## src/rtl/sc_phase_pkg.sv

```systemverilog
// sc_phase_pkg
// Shared definitions for the two-phase non-overlapping clock generator:
// the FSM state encoding and the default counter / config width.
// Optional feature macro used by the top level: SC_PHASE_GEN_EARLY_EN.
package sc_phase_pkg;

    localparam int CNT_W_DEFAULT = 8;

    typedef enum logic [2:0] {
        IDLE  = 3'd0,
        PHI1  = 3'd1,
        GAP12 = 3'd2,
        PHI2  = 3'd3,
        GAP21 = 3'd4
    } phase_state_t;

endpackage

```

## src/rtl/sc_phase_counter.sv

```systemverilog
// sc_phase_counter
// Loadable down-counter that saturates at zero and flags when it reads zero.
// The FSM loads (length-1) on every state entry and leaves the state when
// the zero flag is seen, so a load value of 0 gives a one-cycle state.
// Ports:
//   clk       in   system clock
//   rst       in   asynchronous active-high reset (count clears to 0)
//   load      in   load load_val on this edge (takes priority over counting)
//   load_val  in   value to load, CNT_W bits
//   count     out  current counter value
//   zero      out  high while count == 0
module sc_phase_counter
    import sc_phase_pkg::*;
#(
    parameter int CNT_W = CNT_W_DEFAULT
) (
    input  logic             clk,
    input  logic             rst,
    input  logic             load,
    input  logic [CNT_W-1:0] load_val,
    output logic [CNT_W-1:0] count,
    output logic             zero
);

    // Load wins; otherwise count down and hold at zero.
    always_ff @(posedge clk or posedge rst) begin
        if (rst) begin
            count <= '0;
        end else if (load) begin
            count <= load_val;
        end else if (count != '0) begin
            count <= count - {{(CNT_W-1){1'b0}}, 1'b1};
        end
    end

    assign zero = (count == '0);

endmodule

```

## src/rtl/sc_phase_generator.sv

```systemverilog
// sc_phase_generator
// Non-overlapping two-phase clock generator for the switched-capacitor
// filter switches. Sequence per period: PHI1 (H cycles), GAP12 (G cycles),
// PHI2 (H cycles), GAP21 (G cycles); period = 2H + 2G cycles.
// H and G are shadow copies of cfg_high/cfg_gap (0 clamped to 1) captured
// only when a period starts, so mid-period config changes never disturb
// the period in flight. Dropping en lets the current period finish.
// Every output is a flop driven from the next-state decode, so the analog
// gate lines never see combinational glitches.
// Optional macro SC_PHASE_GEN_EARLY_EN adds phi1e/phi2e: early-opening
// copies of the phases that fall one cycle before phi1/phi2.
// Ports:
//   clk           in   system clock, rising edge
//   rst           in   asynchronous active-high reset
//   en            in   run request, level-sensitive
//   cfg_high      in   phase high-time in clk cycles (0 treated as 1)
//   cfg_gap       in   dead-time in clk cycles (0 treated as 1)
//   phi1          out  sampling phase
//   phi2          out  transfer phase
//   period_start  out  one-cycle pulse on the first cycle of each phi1
//   busy          out  high whenever the FSM is not IDLE
//   phi1e, phi2e  out  early phases (only with SC_PHASE_GEN_EARLY_EN)
module sc_phase_generator
    import sc_phase_pkg::*;
#(
    parameter int CNT_W = CNT_W_DEFAULT
) (
    input  logic             clk,
    input  logic             rst,
    input  logic             en,
    input  logic [CNT_W-1:0] cfg_high,
    input  logic [CNT_W-1:0] cfg_gap,
    output logic             phi1,
    output logic             phi2,
`ifdef SC_PHASE_GEN_EARLY_EN
    output logic             phi1e,
    output logic             phi2e,
`endif
    output logic             period_start,
    output logic             busy
);

    localparam logic [CNT_W-1:0] ONE = {{(CNT_W-1){1'b0}}, 1'b1};

    phase_state_t     state, state_next;
    logic [CNT_W-1:0] high_sh, gap_sh;
    logic [CNT_W-1:0] high_cl, gap_cl;
    logic             load;
    logic [CNT_W-1:0] load_val;
    logic             latch_cfg;
    logic [CNT_W-1:0] count;
    logic             zero;

    // A zero length would make the FSM skip a state; treat it as one cycle.
    assign high_cl = (cfg_high == '0) ? ONE : cfg_high;
    assign gap_cl  = (cfg_gap  == '0) ? ONE : cfg_gap;

    sc_phase_counter #(
        .CNT_W (CNT_W)
    ) u_counter (
        .clk      (clk),
        .rst      (rst),
        .load     (load),
        .load_val (load_val),
        .count    (count),
        .zero     (zero)
    );

    // State register.
    always_ff @(posedge clk or posedge rst) begin
        if (rst) begin
            state <= IDLE;
        end else begin
            state <= state_next;
        end
    end

    // Next-state decode. Every transition reloads the counter with the new
    // state's length minus one. Entering PHI1 uses the freshly clamped
    // config because the shadows are captured on that same edge.
    always_comb begin
        state_next = state;
        load       = 1'b0;
        load_val   = '0;
        latch_cfg  = 1'b0;
        case (state)
            IDLE: begin
                if (en) begin
                    state_next = PHI1;
                    load       = 1'b1;
                    load_val   = high_cl - ONE;
                    latch_cfg  = 1'b1;
                end
            end
            PHI1: begin
                if (zero) begin
                    state_next = GAP12;
                    load       = 1'b1;
                    load_val   = gap_sh - ONE;
                end
            end
            GAP12: begin
                if (zero) begin
                    state_next = PHI2;
                    load       = 1'b1;
                    load_val   = high_sh - ONE;
                end
            end
            PHI2: begin
                if (zero) begin
                    state_next = GAP21;
                    load       = 1'b1;
                    load_val   = gap_sh - ONE;
                end
            end
            GAP21: begin
                if (zero) begin
                    load = 1'b1;
                    if (en) begin
                        state_next = PHI1;
                        load_val   = high_cl - ONE;
                        latch_cfg  = 1'b1;
                    end else begin
                        state_next = IDLE;
                        load_val   = '0;
                    end
                end
            end
            default: begin
                state_next = IDLE;
                load       = 1'b1;
                load_val   = '0;
            end
        endcase
    end

    // Shadow config, captured only at the start of a period.
    always_ff @(posedge clk or posedge rst) begin
        if (rst) begin
            high_sh <= ONE;
            gap_sh  <= ONE;
        end else if (latch_cfg) begin
            high_sh <= high_cl;
            gap_sh  <= gap_cl;
        end
    end

    // Output flops follow the next state so they change on the same edge as
    // the state register, with no decode logic after the flop.
    always_ff @(posedge clk or posedge rst) begin
        if (rst) begin
            phi1         <= 1'b0;
            phi2         <= 1'b0;
            period_start <= 1'b0;
            busy         <= 1'b0;
        end else begin
            phi1         <= (state_next == PHI1);
            phi2         <= (state_next == PHI2);
            period_start <= latch_cfg;
            busy         <= (state_next != IDLE);
        end
    end

`ifdef SC_PHASE_GEN_EARLY_EN
    logic cnt_next_nz;

    // The counter value after this edge is nonzero either when a nonzero
    // length is being loaded, or when it is still above one and counting.
    assign cnt_next_nz = load ? (load_val != '0) : (count > ONE);

    // Early phases: high in PHI1/PHI2 except the last cycle of the phase.
    always_ff @(posedge clk or posedge rst) begin
        if (rst) begin
            phi1e <= 1'b0;
            phi2e <= 1'b0;
        end else begin
            phi1e <= (state_next == PHI1) && cnt_next_nz;
            phi2e <= (state_next == PHI2) && cnt_next_nz;
        end
    end
`endif

endmodule

```

## config.mk

```make
export PLATFORM = sky130hd
export DESIGN_NAME = sc_phase_generator
export DESIGN_NICKNAME = d
export VERILOG_FILES = /design/src/rtl/sc_phase_pkg.sv /design/src/rtl/sc_phase_counter.sv /design/src/rtl/sc_phase_generator.sv
export SDC_FILE = /design/constraint.sdc
export NUM_CORES = 1
export LEC_CHECK = 0
export ABC_AREA = 1
export CAP_MARGIN = 15
export CORE_MARGIN = 3
export CORE_UTILIZATION = 35
export CTS_BUF_LIST = sky130_fd_sc_hd__clkbuf_4
export CTS_CLUSTER_DIAMETER = 120
export DETAILED_ROUTE_END_ITERATION = 6
export GPL_ROUTABILITY_DRIVEN = 0
export PLACE_DENSITY = 0.51
export SYNTH_ARGS = -nofsm -noshare
export SYNTH_HDL_FRONTEND = slang
export SYNTH_SLANG_ARGS = --single-unit
export TNS_END_PERCENT = 1
```

## constraint.sdc

```tcl
create_clock -name clk -period 4.35 [get_ports clk]
set_input_delay 0.87 -clock clk [delete_from_list [all_inputs] [get_ports clk]]
set_output_delay 0.87 -clock clk [all_outputs]
set_load 0.05 [all_outputs]
```

; ---- Yosys cells after proc, flatten, opt, wreduce, memory -nomap -nowiden
; Index checks and enable logic that the tools add are counted.
[classes]
add_sub_neg = 4
n_eq_ne = 6
n_mux = 21
reduce_logical = 9
[op_table]
columns = cell, n
row1 = two-way mux 8 bit, 8
row2 = case mux 8 bit (4 select lines), 1
row3 = "subtractor 8 x 1 -> 8 bit, second input constant", 4
row4 = logical NOT 8 bit, 3
row5 = two-way mux 3 bit, 5
row6 = case mux 3 bit (5 select lines), 1
row7 = "== test 3 x 2 -> 1 bit, second input constant", 3
row8 = nonzero test 8 bit, 1
row9 = "== test 3 x 1 -> 1 bit, second input constant", 2
row10 = two-way mux 1 bit, 4
row11 = case mux 1 bit (2 select lines), 2
row12 = OR reduction 4 bit, 1
row13 = "== test 3 bit, second input constant", 1
row14 = logical NOT 3 bit, 1
row15 = nonzero test 3 bit, 1
row16 = nonzero test 2 bit, 1
row17 = OR reduction 2 bit, 1
[word_totals]
regBits = 31
elab_cells = 48

; ---- Depth between registers and ports, before layout
; Gate-level depths: netlist of the first run.
[depth]
depth_word = 7
ltp_mapped = 12
ltp_nobuf = 12

; ---- Cells and area by module
; Synthesis of the first run repeated with hierarchy kept, for this count alone.
[unflattened]
cells_unflattened = 304
hier_area_um2 = 2113.3
[by_module_without_submodules]
columns = mod, instances, cells_per_inst, area_per_inst_um2
row1 = sc_phase_generator, 1, 233, 1582.8
row2 = sc_phase_counter, 1, 71, 530.5

; ---- Least setup slack after synthesis of the first run
; OpenSTA, ideal clock, no wires.
[synth_timing]
kind = input-to-reg
start = input port cfg_high[3]
end = register u_counter.count[4]
setup_time_ns = 0.122
arrival_time_ns = 1.924
setup_slack_ns = 2.304
path_stages = 10
cell_sequence = inv_1 -> nand2_1 -> nor2_1 -> a21oi_1 -> ha_1 -> nand3_1 -> xor2_1 -> a21oi_1 -> nor2_1 -> a21oi_1
[synth_between]
elab_chain_len = 7
[synth_rtl]
columns = element, line
row1 = "start, declared", sc_phase_generator.sv:31  ; input logic [CNT_W-1:0] cfg_high,
row2 = logical NOT 8 bit, sc_phase_generator.sv:55  ; assign high_cl = (cfg_high == '0) ? ONE : cfg_high;
row3 = two-way mux 8 bit *, sc_phase_generator.sv:55
row4 = subtractor 8 x 1 -> 8 bit *, "sc_phase_generator.sv:91, sc_phase_generator.sv:121"
row5 = two-way mux 8 bit *, "sc_phase_generator.sv:88, sc_phase_generator.sv:119"
row6 = two-way mux 8 bit, sc_phase_generator.sv:117  ; if (zero) begin
row7 = case mux 8 bit (4 select lines) *, sc_phase_generator.sv:86  ; case (state)
row8 = two-way mux 8 bit *, sc_phase_counter.sv:29  ; end else if (load) begin
row9 = "end signal, assigned", sc_phase_counter.sv:30  ; count <= load_val;
row10 = "end signal, assigned", sc_phase_counter.sv:32  ; count <= count - {{(CNT_W-1){1'b0}}, 1'b1};
row11 = "end, declared", sc_phase_counter.sv:21  ; output logic [CNT_W-1:0] count,
; Mark *: on every way between the ends. The rest lies on a longest branch, timed or not.
; A chain may end at the register's enable or synchronous reset.

; ---- Worst setup path in the final report of the first run
; Same ends and word-level chain as after synthesis.

==> qor.txt, run 1 <==
mux cell area share after synthesis - 0%
synthesized area per cell - 6.94 sq um
Synth Area in Compound Gates - 10.3%
Final TNS setup - 0 ps
largest net degree at the start of global routing - 35
Net Count, Synth - 324
type of the worst setup path - primary input to flop
P_leak - 0.00117 uW
Syn. warnings - 0
Iteration-0 DRC Markers - 95
Least-Margin Pin Slew - 494 ps
Site Rows - 27
RSZ-0062 raised after global routing - no
fin. max-slew vios - 0
Port Buf Inserts - 22
Vias - 1937
Core ar. - 0.00564 sq mm
H-tree Lvls - 2
Place WS - 1670 ps
Num CTS Buffers - 5
status - finished clean
Seq cells post-synth - 31
CP startpoint - cfg_high[3]
Clock Latency Late Sink - 330 ps
worst r2r src - u_counter.count[0]
Die X - 83.2 um
most frequent cells in the layout - 68 x nand2_1, 45 x inv_1, 33 x nor2_1, 33 x nand3_1, 29 x dfrtp_1
Reg2Reg Setup Slack - 2250 ps
maximum VDD drop - 0.0964 mV
setup ws final - 1990 ps
Slew HR - 67.0%
clock skew - 8.45 ps
routed wire length - 5.00 mm
endpoints failing hold - 0
CTS resizes - 0
die area - 0.00693 sq mm
Simple-Gate Fraction of Synth Area - 35.1%
max-cap viol count - 0
Sequential Power Share - 58.0%
sw frac - 24.6%
share of cells above drive strength 1 - 9.45%
type of origin of the critical path - primary input
Crit-path slowest cell - clkdlybuf4s50_1
register area - 778 sq um
power density over the cells - 204 mW/mm^2
DRT Pass-1 Iters - 4
Combinational Power Share - 7.7%
most used cell, CP - a21oi_1
Synth Instances - 301
Synth-to-Final Area Change - 16.4%
DIE HEIGHT - 83.2 um
Internal - 374 uW
register area share after synthesis - 37.3%
Tmin final - 2360 ps
clock network power share - 34.2%
# fillers - 593
All-Layer GR Usage - 15.9%
Initial Util - 37.0%
CTS tree - yes
upper clock frequency limit - 0.423 GHz
critical path fanouts, max - 3
post-route ant nets - 0
setup violators final - 0
post-route DRC violation count - 0
largest family of logic cells by synthesized area - simple AND/OR/NAND/NOR gates
Post-Synth Adder-Cell Area - 2.40%
Mapped Area - 0.00209 sq mm
Max clock buf depth - 2
WP data arrival - 2620 ps
post-DP HPWL - 3.89 mm
cts hold-fix bufs - 0
antenna violations before repair - 0
ant diodes - 0
global-route wire length before repair - 8.91 mm
vias in the first global route - 1922
final net count - 350
CP Capture Point - u_counter.count[4]
NetSw - 122 uW
crit share post-route - 54.3%
critical path data required time - 4600 ps
GRT overflow - 0
Via-to-Cell Ratio - 4.84
postcts setup bufs - 0
multi-input logic area - 0.00109 sq mm
commonest non-fill, non-tap cell in the layout - nand2_1
HP Class - flop to flop
DR WL/cell - 12.5 um
Hold Slack - 515 ps
Worst-path clk slew - 100 ps
Setup crit end kind - flop
FF-to-FF End - high_sh[0]
XOR/XNOR Fraction of Synth Area - 4.19%
clock sinks - 31
r2r worst-path depth - 8
sequence of cells on the critical path - clkdlybuf4s50_1, inv_1, nand2_1, nor2_1, a21oi_1, ha_1, nand3_1, xor2_1, a21oi_1, nor2_1, a21oi_1
Root Buffer - clkbuf_4
CP max stage delay - 510 ps
post-synth cell types - 27
Worst Hold Depth - 2
boundary pin count - 23
final cells by class:
class,instances,area share [%]
Clock buffer,6,1.85
Clock inverter,2,0.360
Inverter,52,8.03
Multi-Input combinational cell,214,44.7
Sequential cell,31,32.0
Tap cell,72,3.71
Timing Repair Buffer,23,9.37
worst max-delay path, delay by kind of cell:
kind	cells	cell delay (ps)
compound gates	3	440
xor+xnor	1	150
fa+ha+maj	1	240
buf+inv	2	590
simple gates	4	320
flip-flops by register name, indices dropped and copies added, names as in the netlist:
name,flops
gap_sh,8
period_start,1
state,3
phi1,1
high_sh,8
u_counter.count,8
phi2,1
busy,1
worst min path at each step:
stage                from          to
2_1_floorplan  high_sh[0]  high_sh[0]
3_3_place_gp    gap_sh[0]   gap_sh[0]
3_5_place_dp    gap_sh[0]   gap_sh[0]
6_report        gap_sh[0]   gap_sh[0]
4_1_cts         gap_sh[0]   gap_sh[0]
5_1_grt         gap_sh[0]   gap_sh[0]
cells by family (layout without fill, tap and decap cells):
family | after synthesis | after routing
AO/OA/AOI/OAI | 42 | 42
XOR/XNOR | 10 | 10
adder cells (fa/ha/maj) | 4 | 4
buffers and inverters | 56 | 83
flip-flops | 31 | 31
AND/OR/NAND/NOR | 158 | 158
metrics by stage:
| stage | util (%) | instance area (sq um) | instances | total power (uW) |
|---|---|---|---|---|
| finish | 43.1 | 2430 | 400 | 496 |
| detailed placement | 42.1 | 2380 | 392 | 332 |
| floorplan | - | 2090 | 301 | 307 |
| global route | 43.1 | 2430 | 400 | 522 |
| CTS | 43.1 | 2430 | 400 | 507 |
| global placement | 42.1 | 2380 | 392 | 333 |
cell usage after synthesis:
cell type / number / area [sq um]
dfrtp_1: 29 / 726
xnor2_1: 3 / 26.3
nor2_2: 2 / 12.5
inv_2: 7 / 26.3
nand4_1: 8 / 50.1
nor2_4: 2 / 22.5
nand2_2: 4 / 25.0
buf_6: 1 / 11.3
o21ai_0: 27 / 135
nand2_1: 68 / 255
a31oi_1: 1 / 6.26
a21oi_1: 12 / 60.1
xor2_1: 7 / 61.3
o21ai_1: 1 / 5.00
nor2_1: 33 / 124
dfstp_2: 2 / 52.6
nand3_1: 33 / 165
nor2_8: 1 / 20.0
inv_1: 45 / 169
nand2_4: 2 / 22.5
ha_1: 4 / 50.1
buf_4: 1 / 7.51
a21oi_2: 1 / 8.76
nor3_1: 2 / 10.0
buf_2: 2 / 10.0
nor4_1: 1 / 6.26
nand3_2: 2 / 20.0
power groups by stage:
stage	registers (uW)	logic (uW)	clock network (uW)
after floorplan	294	13.4	0
after global placement	294	39.0	0
after detailed placement	294	38.7	0
after CTS	288	39.0	180
after global routing	288	43.4	190
final	288	38.2	170
metal layers:
| layer | wire (um) | GRT usage [%] | vias up | part of all wire, % |
|---|---|---|---|---|
| li1 | - | - | 1014 | - |
| met1 | 2510 | 21.2 | 873 | 50 |
| met2 | 2190 | 25.1 | 41 | 44 |
| met3 | 190 | 3.87 | 9 | 3.8 |
| met4 | 102 | 5.35 | 0 | 2.0 |
| met5 | 0 | 0 | - | 0 |
Power figures use the tool's default switching activity.
==> inputs of run 2 (changes only) <==
--- a/config.mk
+++ b/config.mk
@@ -13,7 +13,7 @@
 export CTS_CLUSTER_DIAMETER = 120
 export DETAILED_ROUTE_END_ITERATION = 6
 export GPL_ROUTABILITY_DRIVEN = 0
-export PLACE_DENSITY = 0.51
+export PLACE_DENSITY = 0.53
 export SYNTH_ARGS = -nofsm -noshare
 export SYNTH_HDL_FRONTEND = slang
 export SYNTH_SLANG_ARGS = --single-unit
==> constraint.sdc (replaced) <==
create_clock -name clk -period 2.1 [get_ports clk]
set_input_delay 0.42 -clock clk [delete_from_list [all_inputs] [get_ports clk]]
set_output_delay 0.42 -clock clk [all_outputs]
set_load 0.05 [all_outputs]
==> qor.txt, run 2 (same netlist as run 1, synthesis figures left out) <==
NetSw - 270 uW (+120%)
maximum VDD drop - 0.220 mV (+130%)
Crit-path slowest cell - clkdlybuf4s50_1
type of the worst setup path - flop to output pin
P_leak - 0.00125 uW (+6.7%)
share of cells above drive strength 1 - 14.0% (+4.5 points)
post-DP HPWL - 4.04 mm (+3.8%)
DIE HEIGHT - 83.2 um (unchanged)
post-route DRC violation count - 0 (unchanged)
Synth-to-Final Area Change - 22.3%
HP Class - primary input to asynchronous set/reset pin
post-route ant nets - 0 (unchanged)
CP top delay family - buffers and inverters
status - finished clean
setup violators final - 0 (unchanged)
clock network power share - 34.7% (+0.5 points)
final net count - 366 (+4.6%)
upper clock frequency limit - 0.527 GHz
critical path fanouts, max - 1 (-2)
Least-Margin Pin Slew - 494 ps (-0.0559 ps)
r2r worst-path depth - 9 (+1)
sequence of cells on the critical path - clkdlybuf4s50_1
Post-DP Area - 0.00250 sq mm (+5.1%)
Port Buf Inserts - 22 (unchanged)
Clock Latency Late Sink - 340 ps (about the same)
RSZ-0062 raised after global routing - no
Via-to-Cell Ratio - 4.79 (-1.1%)
H-tree Lvls - 2 (unchanged)
Die X - 83.2 um (unchanged)
Place WS - -58.0 ps (-1730 ps)
Combinational Power Share - 9.1% (+1.4 points)
GRT overflow - 0 (unchanged)
Iteration-0 DRC Markers - 115 (+21%)
Vias - 1993 (+2.9%)
biggest regs - gap_sh: 8 flops, high_sh: 8 flops, u_counter.count: 8 flops
Reg2Reg Setup Slack - 250 ps (-2000 ps)
CTS tree - yes
power density over the cells - 416 mW/mm^2 (+100%)
Root Buffer - clkbuf_4
crit share post-route - 90.4%
clock sinks - 31 (unchanged)
Sequential Power Share - 56.2% (-1.8 points)
routed wire length - 5.15 mm (+3.1%)
ant diodes - 0 (unchanged)
# fillers - 602 (+1.5%)
Slew HR - 67.0% (about the same)
Internal - 791 uW (+110%)
critical path data required time - 1680 ps (-2920 ps)
WP data arrival - 1480 ps (-1140 ps)
most frequent cells in the layout - 68 x nand2_1, 45 x inv_1, 33 x nor2_1, 33 x nand3_1, 29 x dfrtp_1
DRT Pass-1 Iters - 4 (unchanged)
largest net degree at the start of global routing - 32 (-8.6%)
boundary pin count - 23 (unchanged)
Setup crit end kind - output pin
All-Layer GR Usage - 16.1% (+0.21 points)
postcts setup bufs - 0 (unchanged)
commonest non-fill, non-tap cell in the layout - nand2_1
Initial Util - 37.0% (unchanged)
FF-to-FF End - high_sh[5]
antenna violations before repair - 0 (unchanged)
DR WL/cell - 12.4 um (-0.88%)
clock skew - 10.1 ps (+1.63 ps)
global-route wire length before repair - 9.07 mm (+1.9%)
Tmin final - 1900 ps
crit path buf inv count - 1 (-1)
max-cap viol count - 0 (unchanged)
fin. max-slew vios - 0 (unchanged)
post-route cell area - 0.00255 sq mm (+5.1%)
Num CTS Buffers - 5 (unchanged)
die area - 0.00693 sq mm (unchanged)
endpoints failing hold - 0 (unchanged)
Site Rows - 27 (unchanged)
worst r2r src - u_counter.count[0]
sw frac - 25.5% (+0.81 points)
CP max stage delay - 800 ps (+290 ps)
Core ar. - 0.00564 sq mm (unchanged)
CTS resizes - 0 (unchanged)
setup ws final - 201 ps (-1780 ps)
Max clock buf depth - 2 (unchanged)
cts hold-fix bufs - 0 (unchanged)
type of origin of the critical path - flop
Worst-path clk slew - 110 ps (about the same)
vias in the first global route - 2003 (+4.2%)
## run 2: cell types whose count changed in the layout (fill, tap and decap cells not counted)
cell,before,now
buf_4,1,17
clkinv_1,1,0
clkinvlp_4,0,1
## run 2: worst max-delay path by stage
stage / start / end / cells past startpoint
5_1_grt: u_counter.count[0] / high_sh[3] / 9
3_3_place_gp: cfg_high[3] / u_counter.count[4] / 11
6_report: phi2 / phi2 / 1
2_1_floorplan: u_counter.count[0] / busy / 8
4_1_cts: phi1 / phi1 / 1
3_5_place_dp: cfg_high[3] / u_counter.count[4] / 11
## run 2: through the flow
step	utilization [%]	std cells	power, uW	hold slack [ps]	TNS, ps
after floorplan	-	301	636	467	0
after global routing	45.3	416	1120	514	0
after CTS	45.3	416	1080	459	0
final	45.3	416	1060	455	0
after global placement	44.3	408	707	481	0
after detailed placement	44.3	408	706	495	-68.5
## run 2: area by class of cell
| type | count | area (sq um) | share of cell area, % |
|---|---|---|---|
| flip-flops and latches | 31 | 778 | 30.5 |
| repair buffers | 39 | 348 | 13.6 |
| clock inverters | 2 | 12.5 | 0.490 |
| well taps | 72 | 90.1 | 3.53 |
| clock buffers | 6 | 45.0 | 1.76 |
| multi-input cells | 214 | 1090 | 42.5 |
| inverters | 52 | 195 | 7.64 |
## run 2: worst register-to-register path: stages (launching register included)
cell	delay, ps
dfrtp_1	380
inv_1	110
ha_1	220
nand3_2	160
nor2_8	230
nand3_2	160
nand2_4	210
inv_1	140
nand2_1	70
o21ai_0	60
## run 2: power by group through the flow
stage                     Combinational [uW]  Sequential [uW]  Clock [uW]
after floorplan                         27.7              608           0
final                                   96.7              597         368
after global placement                  98.5              608           0
after global routing                     108              597         416
after detailed placement                97.3              608           0
after CTS                               98.1              597         385
## run 2: layer usage
layer  routed length, um  GRT usage, %  vias to the layer above
met5                   0             0                        -
met4                  53          4.01                        0
met3                 225          3.37                        5
met2                2330          26.5                       33
met1                2550          21.5                      912
li1                    -             -                     1043
==> inputs of run 3 (changes only) <==
--- a/config.mk
+++ b/config.mk
@@ -10,7 +10,7 @@
 export CORE_MARGIN = 3
 export CORE_UTILIZATION = 35
 export CTS_BUF_LIST = sky130_fd_sc_hd__clkbuf_4
-export CTS_CLUSTER_DIAMETER = 120
+export CTS_CLUSTER_DIAMETER = 50
 export DETAILED_ROUTE_END_ITERATION = 6
 export GPL_ROUTABILITY_DRIVEN = 0
 export PLACE_DENSITY = 0.53
==> results of run 3 <==
Final layout, timing and power as in run 2 (identical DEF).
